===== config.mk =====
export PLATFORM = sky130hd
export DESIGN_NAME = gcd_requester_flat
export DESIGN_NICKNAME = d
export VERILOG_FILES = /design/src/rtl/gcd_requester_if.sv /design/src/rtl/gcd_requester.sv /design/src/flat_wrapper.sv
export SDC_FILE = /design/constraint.sdc
export NUM_CORES = 1
export LEC_CHECK = 0
export CAP_MARGIN = 10
export CORE_ASPECT_RATIO = 1.25
export CORE_MARGIN = 1.5
export CORE_UTILIZATION = 52
export CTS_BUF_LIST = sky130_fd_sc_hd__clkbuf_16
export DETAILED_ROUTE_END_ITERATION = 10
export PLACE_DENSITY = 0.88
export SLEW_MARGIN = 20
export SYNTH_ARGS = -nofsm -noshare
export SYNTH_HDL_FRONTEND = slang
export SYNTH_SLANG_ARGS = --single-unit

===== constraint.sdc =====
create_clock -name clk -period 2.2 [get_ports clk]
set_input_delay 0.44 -clock clk [delete_from_list [all_inputs] [get_ports clk]]
set_output_delay 0.44 -clock clk [all_outputs]
set_load 0.005 [all_outputs]

===== src/rtl/gcd_requester_if.sv =====
// Bundle of the three handshakes around the GCD requester: the upstream
// operand stream, the engine operand/result protocol and the downstream
// result stream, plus the completed-result counter.
interface gcd_requester_if #(
    parameter int WIDTH = 16
);
    logic             req_valid;
    logic             req_ready;
    logic [WIDTH-1:0] req_a;
    logic [WIDTH-1:0] req_b;

    logic [WIDTH-1:0] gcd_a;
    logic [WIDTH-1:0] gcd_b;
    logic             operands_valid;
    logic             gcd_ready;
    logic             gcd_valid;
    logic [WIDTH-1:0] gcd_result;
    logic             ack;

    logic             res_valid;
    logic             res_ready;
    logic [WIDTH-1:0] res_data;
    logic [15:0]      done_count;

    // Requester side.
    modport slave (
        input  req_valid, req_a, req_b,
        input  gcd_ready, gcd_valid, gcd_result,
        input  res_ready,
        output req_ready,
        output gcd_a, gcd_b, operands_valid, ack,
        output res_valid, res_data, done_count
    );

    // Environment side: command source, engine and result sink.
    modport master (
        output req_valid, req_a, req_b,
        output gcd_ready, gcd_valid, gcd_result,
        output res_ready,
        input  req_ready,
        input  gcd_a, gcd_b, operands_valid, ack,
        input  res_valid, res_data, done_count
    );
endinterface


===== src/rtl/gcd_requester.sv =====
// Initiator-side companion of the GCD engine. Operand pairs are queued in a
// small FIFO, issued one at a time to the engine, and each result is held in
// an output register until the downstream sink takes it.
module gcd_requester #(
    parameter int WIDTH = 16,
    parameter int DEPTH = 4
) (
    input  logic           clk,
    input  logic           reset,
    gcd_requester_if.slave bus
);
    localparam int PTR_W = (DEPTH > 1) ? $clog2(DEPTH) : 1;
    localparam int CNT_W = PTR_W + 1;
    localparam logic [CNT_W-1:0] FULL_CNT = CNT_W'(DEPTH);

    typedef enum logic [1:0] {
        IDLE  = 2'd0,
        WAIT  = 2'd1,
        ACK   = 2'd2,
        DRAIN = 2'd3
    } state_t;

    state_t           state_q, state_d;

    logic [WIDTH-1:0] mem_a_q [DEPTH];
    logic [WIDTH-1:0] mem_b_q [DEPTH];
    logic [PTR_W-1:0] wr_ptr_q, wr_ptr_d;
    logic [PTR_W-1:0] rd_ptr_q, rd_ptr_d;
    logic [CNT_W-1:0] cnt_q, cnt_d;
    logic             ready_q, ready_d;

    logic             ack_q, ack_d;
    logic             res_valid_q, res_valid_d;
    logic [WIDTH-1:0] res_data_q, res_data_d;
    logic [15:0]      done_q, done_d;

    logic             push;
    logic             pop;
    logic             offer;
    logic             capture;

    // FIFO bookkeeping; pointers wrap naturally because DEPTH is a power of two.
    // req_ready is registered so it is low during reset and rises on the
    // first edge after release.
    always_comb begin
        push     = bus.req_valid && ready_q;
        pop      = offer && bus.gcd_ready;
        wr_ptr_d = push ? wr_ptr_q + PTR_W'(1) : wr_ptr_q;
        rd_ptr_d = pop  ? rd_ptr_q + PTR_W'(1) : rd_ptr_q;
        cnt_d    = cnt_q;
        if (push && !pop) begin
            cnt_d = cnt_q + CNT_W'(1);
        end else if (!push && pop) begin
            cnt_d = cnt_q - CNT_W'(1);
        end
        ready_d  = (cnt_d != FULL_CNT);
    end

    // Issue/capture sequencer: IDLE offers the head, WAIT captures the result
    // when the output register can take it, ACK pulses ack, DRAIN waits for
    // the engine to drop gcd_valid so a stale result is never taken twice.
    always_comb begin
        state_d = state_q;
        offer   = 1'b0;
        capture = 1'b0;
        ack_d   = 1'b0;
        unique case (state_q)
            IDLE: begin
                offer = (cnt_q != '0);
                if (offer && bus.gcd_ready) begin
                    state_d = WAIT;
                end
            end
            WAIT: begin
                if (bus.gcd_valid && (!res_valid_q || bus.res_ready)) begin
                    capture = 1'b1;
                    ack_d   = 1'b1;
                    state_d = ACK;
                end
            end
            ACK: begin
                state_d = DRAIN;
            end
            DRAIN: begin
                if (!bus.gcd_valid) begin
                    state_d = IDLE;
                end
            end
            default: begin
                state_d = IDLE;
            end
        endcase
    end

    // Output register: a capture in the same cycle as a downstream take keeps
    // res_valid high with the new result.
    always_comb begin
        res_valid_d = res_valid_q;
        if (res_valid_q && bus.res_ready) begin
            res_valid_d = 1'b0;
        end
        if (capture) begin
            res_valid_d = 1'b1;
        end
        res_data_d = capture ? bus.gcd_result : res_data_q;
        done_d     = capture ? done_q + 16'd1 : done_q;
    end

    // Control and result state, cleared asynchronously while reset is low.
    always_ff @(posedge clk or negedge reset) begin
        if (!reset) begin
            state_q     <= IDLE;
            wr_ptr_q    <= '0;
            rd_ptr_q    <= '0;
            cnt_q       <= '0;
            ready_q     <= 1'b0;
            ack_q       <= 1'b0;
            res_valid_q <= 1'b0;
            res_data_q  <= '0;
            done_q      <= '0;
        end else begin
            state_q     <= state_d;
            wr_ptr_q    <= wr_ptr_d;
            rd_ptr_q    <= rd_ptr_d;
            cnt_q       <= cnt_d;
            ready_q     <= ready_d;
            ack_q       <= ack_d;
            res_valid_q <= res_valid_d;
            res_data_q  <= res_data_d;
            done_q      <= done_d;
        end
    end

    // Operand storage; only the tail slot is written, so the head stays
    // stable while it is being offered.
    always_ff @(posedge clk) begin
        if (push) begin
            mem_a_q[wr_ptr_q] <= bus.req_a;
            mem_b_q[wr_ptr_q] <= bus.req_b;
        end
    end

    assign bus.req_ready      = ready_q;
    assign bus.gcd_a          = mem_a_q[rd_ptr_q];
    assign bus.gcd_b          = mem_b_q[rd_ptr_q];
    assign bus.operands_valid = offer;
    assign bus.ack            = ack_q;
    assign bus.res_valid      = res_valid_q;
    assign bus.res_data       = res_data_q;
    assign bus.done_count     = done_q;
endmodule


===== src/flat_wrapper.sv =====
// flat-port wrapper written by rule: the top's interface ports become plain ports
module gcd_requester_flat 
#(
    parameter int WIDTH = 16,
    parameter int DEPTH = 4
)
  (clk, reset, bus_req_valid, bus_req_a, bus_req_b, bus_gcd_ready, bus_gcd_valid, bus_gcd_result, bus_res_ready, bus_req_ready, bus_gcd_a, bus_gcd_b, bus_operands_valid, bus_ack, bus_res_valid, bus_res_data, bus_done_count);
  gcd_requester_if #(.WIDTH(WIDTH)) bus_i ();
  input  logic clk;
  input  logic reset;
  input wire logic [$bits(bus_i.req_valid)-1:0] bus_req_valid;
  input wire logic [$bits(bus_i.req_a)-1:0] bus_req_a;
  input wire logic [$bits(bus_i.req_b)-1:0] bus_req_b;
  input wire logic [$bits(bus_i.gcd_ready)-1:0] bus_gcd_ready;
  input wire logic [$bits(bus_i.gcd_valid)-1:0] bus_gcd_valid;
  input wire logic [$bits(bus_i.gcd_result)-1:0] bus_gcd_result;
  input wire logic [$bits(bus_i.res_ready)-1:0] bus_res_ready;
  output wire logic [$bits(bus_i.req_ready)-1:0] bus_req_ready;
  output wire logic [$bits(bus_i.gcd_a)-1:0] bus_gcd_a;
  output wire logic [$bits(bus_i.gcd_b)-1:0] bus_gcd_b;
  output wire logic [$bits(bus_i.operands_valid)-1:0] bus_operands_valid;
  output wire logic [$bits(bus_i.ack)-1:0] bus_ack;
  output wire logic [$bits(bus_i.res_valid)-1:0] bus_res_valid;
  output wire logic [$bits(bus_i.res_data)-1:0] bus_res_data;
  output wire logic [$bits(bus_i.done_count)-1:0] bus_done_count;
  assign bus_i.req_valid = bus_req_valid;
  assign bus_i.req_a = bus_req_a;
  assign bus_i.req_b = bus_req_b;
  assign bus_i.gcd_ready = bus_gcd_ready;
  assign bus_i.gcd_valid = bus_gcd_valid;
  assign bus_i.gcd_result = bus_gcd_result;
  assign bus_i.res_ready = bus_res_ready;
  assign bus_req_ready = bus_i.req_ready;
  assign bus_gcd_a = bus_i.gcd_a;
  assign bus_gcd_b = bus_i.gcd_b;
  assign bus_operands_valid = bus_i.operands_valid;
  assign bus_ack = bus_i.ack;
  assign bus_res_valid = bus_i.res_valid;
  assign bus_res_data = bus_i.res_data;
  assign bus_done_count = bus_i.done_count;
  gcd_requester #(.WIDTH(WIDTH), .DEPTH(DEPTH)) u_core (.clk(clk), .reset(reset), .bus(bus_i));
endmodule

# Yosys cells after proc, flatten, opt, wreduce, memory -nomap -nowiden
# Memory sizes are Yosys's and may differ from the RTL's.
# Cells that the tools add are included.
word_totals:
  ff_bits: 44
  ram_bits: 128
  in_bits: 54
  output_inout_bits: 68
  elab_cells: 51
  mem_count: 2
mem_list:
  columns: ["name", "depth", "word_bits", "read_ports", "rd_clocked_by_memory_dff", "wr", "line_no", "rtl"]
  rows:
  - ["u_core.mem_a_q", 4, 16, 1, 0, 1, "gcd_requester.sv:25", "logic [WIDTH-1:0] mem_a_q [DEPTH];"]
  - ["u_core.mem_b_q", 4, 16, 1, 0, 1, "gcd_requester.sv:26", "logic [WIDTH-1:0] mem_b_q [DEPTH];"]
classes:
  addsub: 5
  n_eq_ne: 7
  n_mux: 13
  n_reduce_logical: 15
op_table:
  columns: ["operator", "count"]
  rows:
  - ["16-bit by 1-bit adder with 16-bit output, second input constant", 1]
  - ["2-bit case mux with 4 select lines", 1]
  - ["1-bit logical AND", 7]
  - ["1-bit two-way mux", 7]
  - ["2-bit two-way mux", 3]
  - ["3-bit two-way mux", 2]
  - ["2-bit by 1-bit adder with 2-bit output, second input constant", 2]
  - ["2-bit equality test, second input constant", 2]
  - ["2-bit by 1-bit != test with 1-bit output, second input constant", 2]
  - ["3-bit by 1-bit adder with 3-bit output, second input constant", 1]
  - ["1-bit zero test", 3]
  - ["3-bit != test, second input constant", 1]
  - ["3-bit AND reduction", 1]
  - ["3-bit nonzero test", 1]
  - ["3-bit by 1-bit subtractor with 3-bit output, second input constant", 1]
  - ["2-bit by 1-bit equality test with 1-bit output, second input constant", 1]
  - ["2-bit zero test", 1]
  - ["2-bit != test, second input constant", 1]
  - ["2-bit nonzero test", 1]
  - ["1-bit logical OR", 1]

# Logic depth before layout (Yosys ltp)
depth:
  word_depth: 7
  depth_mapped: 7
  ltp_nobuf: 6

# Worst setup path before layout
# OpenSTA, ideal clock, no wires.
synth_path:
  path_kind: "reg2reg"
  from: "register u_core.wr_ptr_q[0]"
  to: "memory u_core.mem_a_q[2][0], enable pin"
  setup_ns: 0.392
  t_arrival_ns: 1.450
  t_required_ns: 1.808
  path_slack_ns: 0.358
  path_stages_with_launch: 4
  path_buffers: 0
  period_less_slack_ns: 1.842
  path_cell_list: "dfrtp_1 > inv_1 > ha_1 > and3_1"
synth_rtl:
  columns: ["element", "line_no", "rtl"]
  rows:
  - ["start, declared", "gcd_requester.sv:27", "logic [PTR_W-1:0] wr_ptr_q, wr_ptr_d;"]
  - ["start signal, assigned", "gcd_requester.sv:123", "wr_ptr_q <= wr_ptr_d;"]
  - ["end, declared", "gcd_requester.sv:25", null]
# No word-level cell before the write port.

# Final worst setup path
layout_path:
  from: "register u_core.rd_ptr_q[0]"
  to: "output port bus_gcd_a[6]"
layout_via:
  elab_chain_len: 1
layout_lines:
  columns: ["element", "line_no", "rtl"]
  rows:
  - ["start, declared", "gcd_requester.sv:28", "logic [PTR_W-1:0] rd_ptr_q, rd_ptr_d;"]
  - ["start signal, assigned", "gcd_requester.sv:124", "rd_ptr_q <= rd_ptr_d;"]
  - ["memory read 4 x 16 bit", null, null]
  - ["end, declared", "flat_wrapper.sv:19", "output wire logic [$bits(bus_i.gcd_a)-1:0] bus_gcd_a;"]
# Every way passes these cells.

==> out/qor.txt <==
outcome -> finished, final reports clean
sw frac -> 0.271
min Tclk post-route -> 2.19 ns
width of the chip -> 104 µm
FILL cells -> 796
Initial Utilization -> 0.540
pre-CTS WS -> -0.0320 ns
starting DRC count in detailed routing -> 214
HP Class -> in2async
Clk Latency, worst-skew pair -> 0.41 ns
vias -> 3642
LEAKAGE -> 3.28 nW
# diodes -> 0
worst path required time -> 1.76 ns
Util after Layout -> 0.719
clock buffer depth -> 2
clock slew at reported path FFs -> 0.06 ns
clock share of power -> 0.269
power per cell area -> 1310 mW/mm²
Cell Int Power -> 8.41 mW
layout cells sized above 1 -> 0.294
Worst setup SP type -> flop
DR pass1 iterations -> 5
DRC viols -> 0
Period Utilization, post-route -> 0.996
Rows -> 45
vias in the first global route -> 4036
Max VDD drop -> 0.739 mV
design area -> 0.00883 mm²
CP Max Fanout -> 7
HPWL after DPL -> 8.65 mm
CTS tree -> built
Synth area leader -> edfxtp_1
Psw -> 3.13 mW
register area -> 0.00495 mm²
Seq/Total Area, Yosys -> 0.746
wire per inst -> 20.1 µm
Post-Syn Nets -> 398
Sink Count -> 172
num ports -> 122
Sequential Power Share -> 0.401
Fin. Hold Viols -> 0
crit path kind -> reg2out
synthesized cell area -> 0.00663 mm²
combinational share of power -> 0.330
Clock Tree Root -> clkbuf_16
Die H -> 129 µm
dpl cell area -> 0.00822 mm²
unrepaired setup endpoints after global routing -> yes
total grt overflow -> 0
routed vias/inst -> 5.51
largest net degree at the start of global routing -> 33
Final Net Count -> 551
initial antenna violation count -> 0
multi-input logic area -> 0.00163 mm²
Final Hold Slack -> 0.0337 ns
Layout Area Growth over Synthesis -> 33.2%
Num CTS Buffers -> 17
main area contributors after synthesis -> edfxtp_1 (58%), dfrtp_1 (17%), mux4_2 (11%)
number of nets with antenna violations after routing -> 0
H-tree depth -> 4
Worst Max-Slew Pin Slew -> 0.608 ns
port bufs -> 121
gpl congestion -> 0.733
Mean Syn Cell Area -> 20.0 µm²
Final Skew -> 0.00973 ns
# setup viols final -> 0
full die area -> 0.0134 mm²
final worst-path setup slack -> 0.00854 ns
Worst EP arrival -> 1.75 ns
maximum clock rate -> 0.456 GHz
drt total wl -> 13.3 mm
Max Transition Viols Final -> 0
GRT Resource Usage Total -> 0.210
max-cap viol count -> 0
core footprint -> 0.0123 mm²
#FFs+latches synth -> 172
Gate Count Post-Synth -> 332
Max-slew headroom -> 0.595
Unique masters post-synth -> 33
total chip power -> 11.5 mW
first-pass GRT wire length -> 21.1 mm
crit end category -> output port
Yosys warnings -> 0
top-area cell type share of the netlist area -> 0.580
layout by cell type (no fill, tap or decap), drive strengths merged:
cell type / n
nand4: 4
o22ai: 1
buf: 56
and3: 7
a221oi: 1
xnor2: 11
o21ai: 1
nand2b: 2
o211ai: 2
a21boi: 1
edfxtp: 128
or3: 2
clkinvlp: 4
clkdlybuf4s50: 87
and2: 4
a21oi: 2
ha: 12
nor3: 3
or4: 1
xor2: 8
mux4: 32
bufinv: 4
clkbuf: 17
nor4: 3
inv: 11
nand3: 5
mux2i: 1
dfrtp: 44
dlygate4sd2: 1
nor2: 5
o31ai: 1
clkinv: 1
nand2: 13
and4: 2
nor2b: 1
mux2: 19
per-layer routing:
| layer | vias to the layer above | global-route usage | part of all wire |
|---|---|---|---|
| met5 | - | 0 | 0 |
| met4 | 0 | 0.0621 | 0.0067 |
| met3 | 9 | 0.0649 | 0.064 |
| met2 | 140 | 0.379 | 0.53 |
| met1 | 1884 | 0.243 | 0.40 |
| li1 | 1609 | - | - |
worst paths after layout:
| check | from | end | slack, ns | depth (start not counted) |
|---|---|---|---|---|
| max in group asynchronous | reset | u_core.bus.res_data[11]$_DFFE_PN0P_ | 1.50 | 2 |
| hold reg to reg | u_core.bus.done_count[15]$_DFFE_PN0P_ | u_core.bus.done_count[15]$_DFFE_PN0P_ | 0.47 | 1 |
| setup / recovery | u_core.rd_ptr_q[0]$_DFFE_PN0P_ | bus_gcd_a[6] | 0.009 | 4 |
| min in group clk | u_core.bus.done_count[15]$_DFFE_PN0P_ | u_core.bus.done_count[15]$_DFFE_PN0P_ | 0.47 | 1 |
| hold / removal | reset | u_core.bus.ack$_DFF_PN0_ | 0.03 | 1 |
| setup reg to reg | u_core.state_q[1]$_DFFE_PN0P_ | u_core.bus.done_count[15]$_DFFE_PN0P_ | 0.39 | 6 |
cell usage after synthesis, drive strengths merged:
cell type	instances
or4	1
a221oi	1
clkbuf	4
or3	2
dfrtp	44
nor2	5
a21boi	1
and4	2
nand4	4
and3	7
ha	12
o22ai	1
nor4	3
inv	6
edfxtp	128
mux2	19
mux2i	1
xnor2	11
nand2	13
nand2b	2
nor3	3
nand3	5
nor2b	1
and2	4
o211ai	2
a21oi	2
mux4	32
o31ai	1
o21ai	1
xor2	8
buf	6
layout make-up:
class                      instances  share of cell area
sequential                       172               0.560
multi-input combinational        144               0.185
timing repair buffer             144               0.159
clock buffer                      17              0.0482
tap                              164              0.0232
clock inverter                    14              0.0221
inverter                           6             0.00255
registers in the layout, summed over array words and instances, names as in the netlist:
name,flops
u_core.bus.res_valid,1
u_core.rd_ptr_q,2
u_core.wr_ptr_q,2
u_core.bus.res_data,16
u_core.bus.ack,1
u_core.mem_a_q,64
u_core.bus.req_ready,1
u_core.bus.done_count,16
u_core.state_q,2
u_core.mem_b_q,64
u_core.cnt_q,3
per-stage QoR:
step	instances	TNS, ns
floorplan	332	0
global placement	621	0
detailed placement	621	-0.0858
CTS	661	-0.364
global route	661	-0.628
finish	661	0
critical path, stage by stage, from the launching register on:
cell and delay (ns):
dfrtp_2 0.41, buf_12 0.13, buf_12 0.13, mux4_2 0.53, buf_6 0.14
power groups by stage:
stage	logic, mW	registers [mW]	clock network (mW)
2_1_floorplan	1.84	4.61	0
3_3_place_gp	3.70	4.66	0
3_5_place_dp	3.83	4.73	0
4_1_cts	3.80	4.63	3.15
5_1_grt	4.09	4.70	3.29
6_report	3.81	4.63	3.10
cell families after synthesis:
group	count (synthesis)	share of synthesized area
flops	172	0.746
mux	52	0.142
simple gates	52	0.0447
xor+xnor	19	0.0251
buf+inv	16	0.0102
fa+ha+maj	12	0.0226
compound gates	9	0.00906
repair_timing:
action,in CTS,in global routing
hold buffers,0,0
setup buffers,8,1
setup endpoints to repair,33,29
pin swaps,0,0
resized for setup,133,10
gates cloned,1,0
Power figures use the tool's default switching activity.
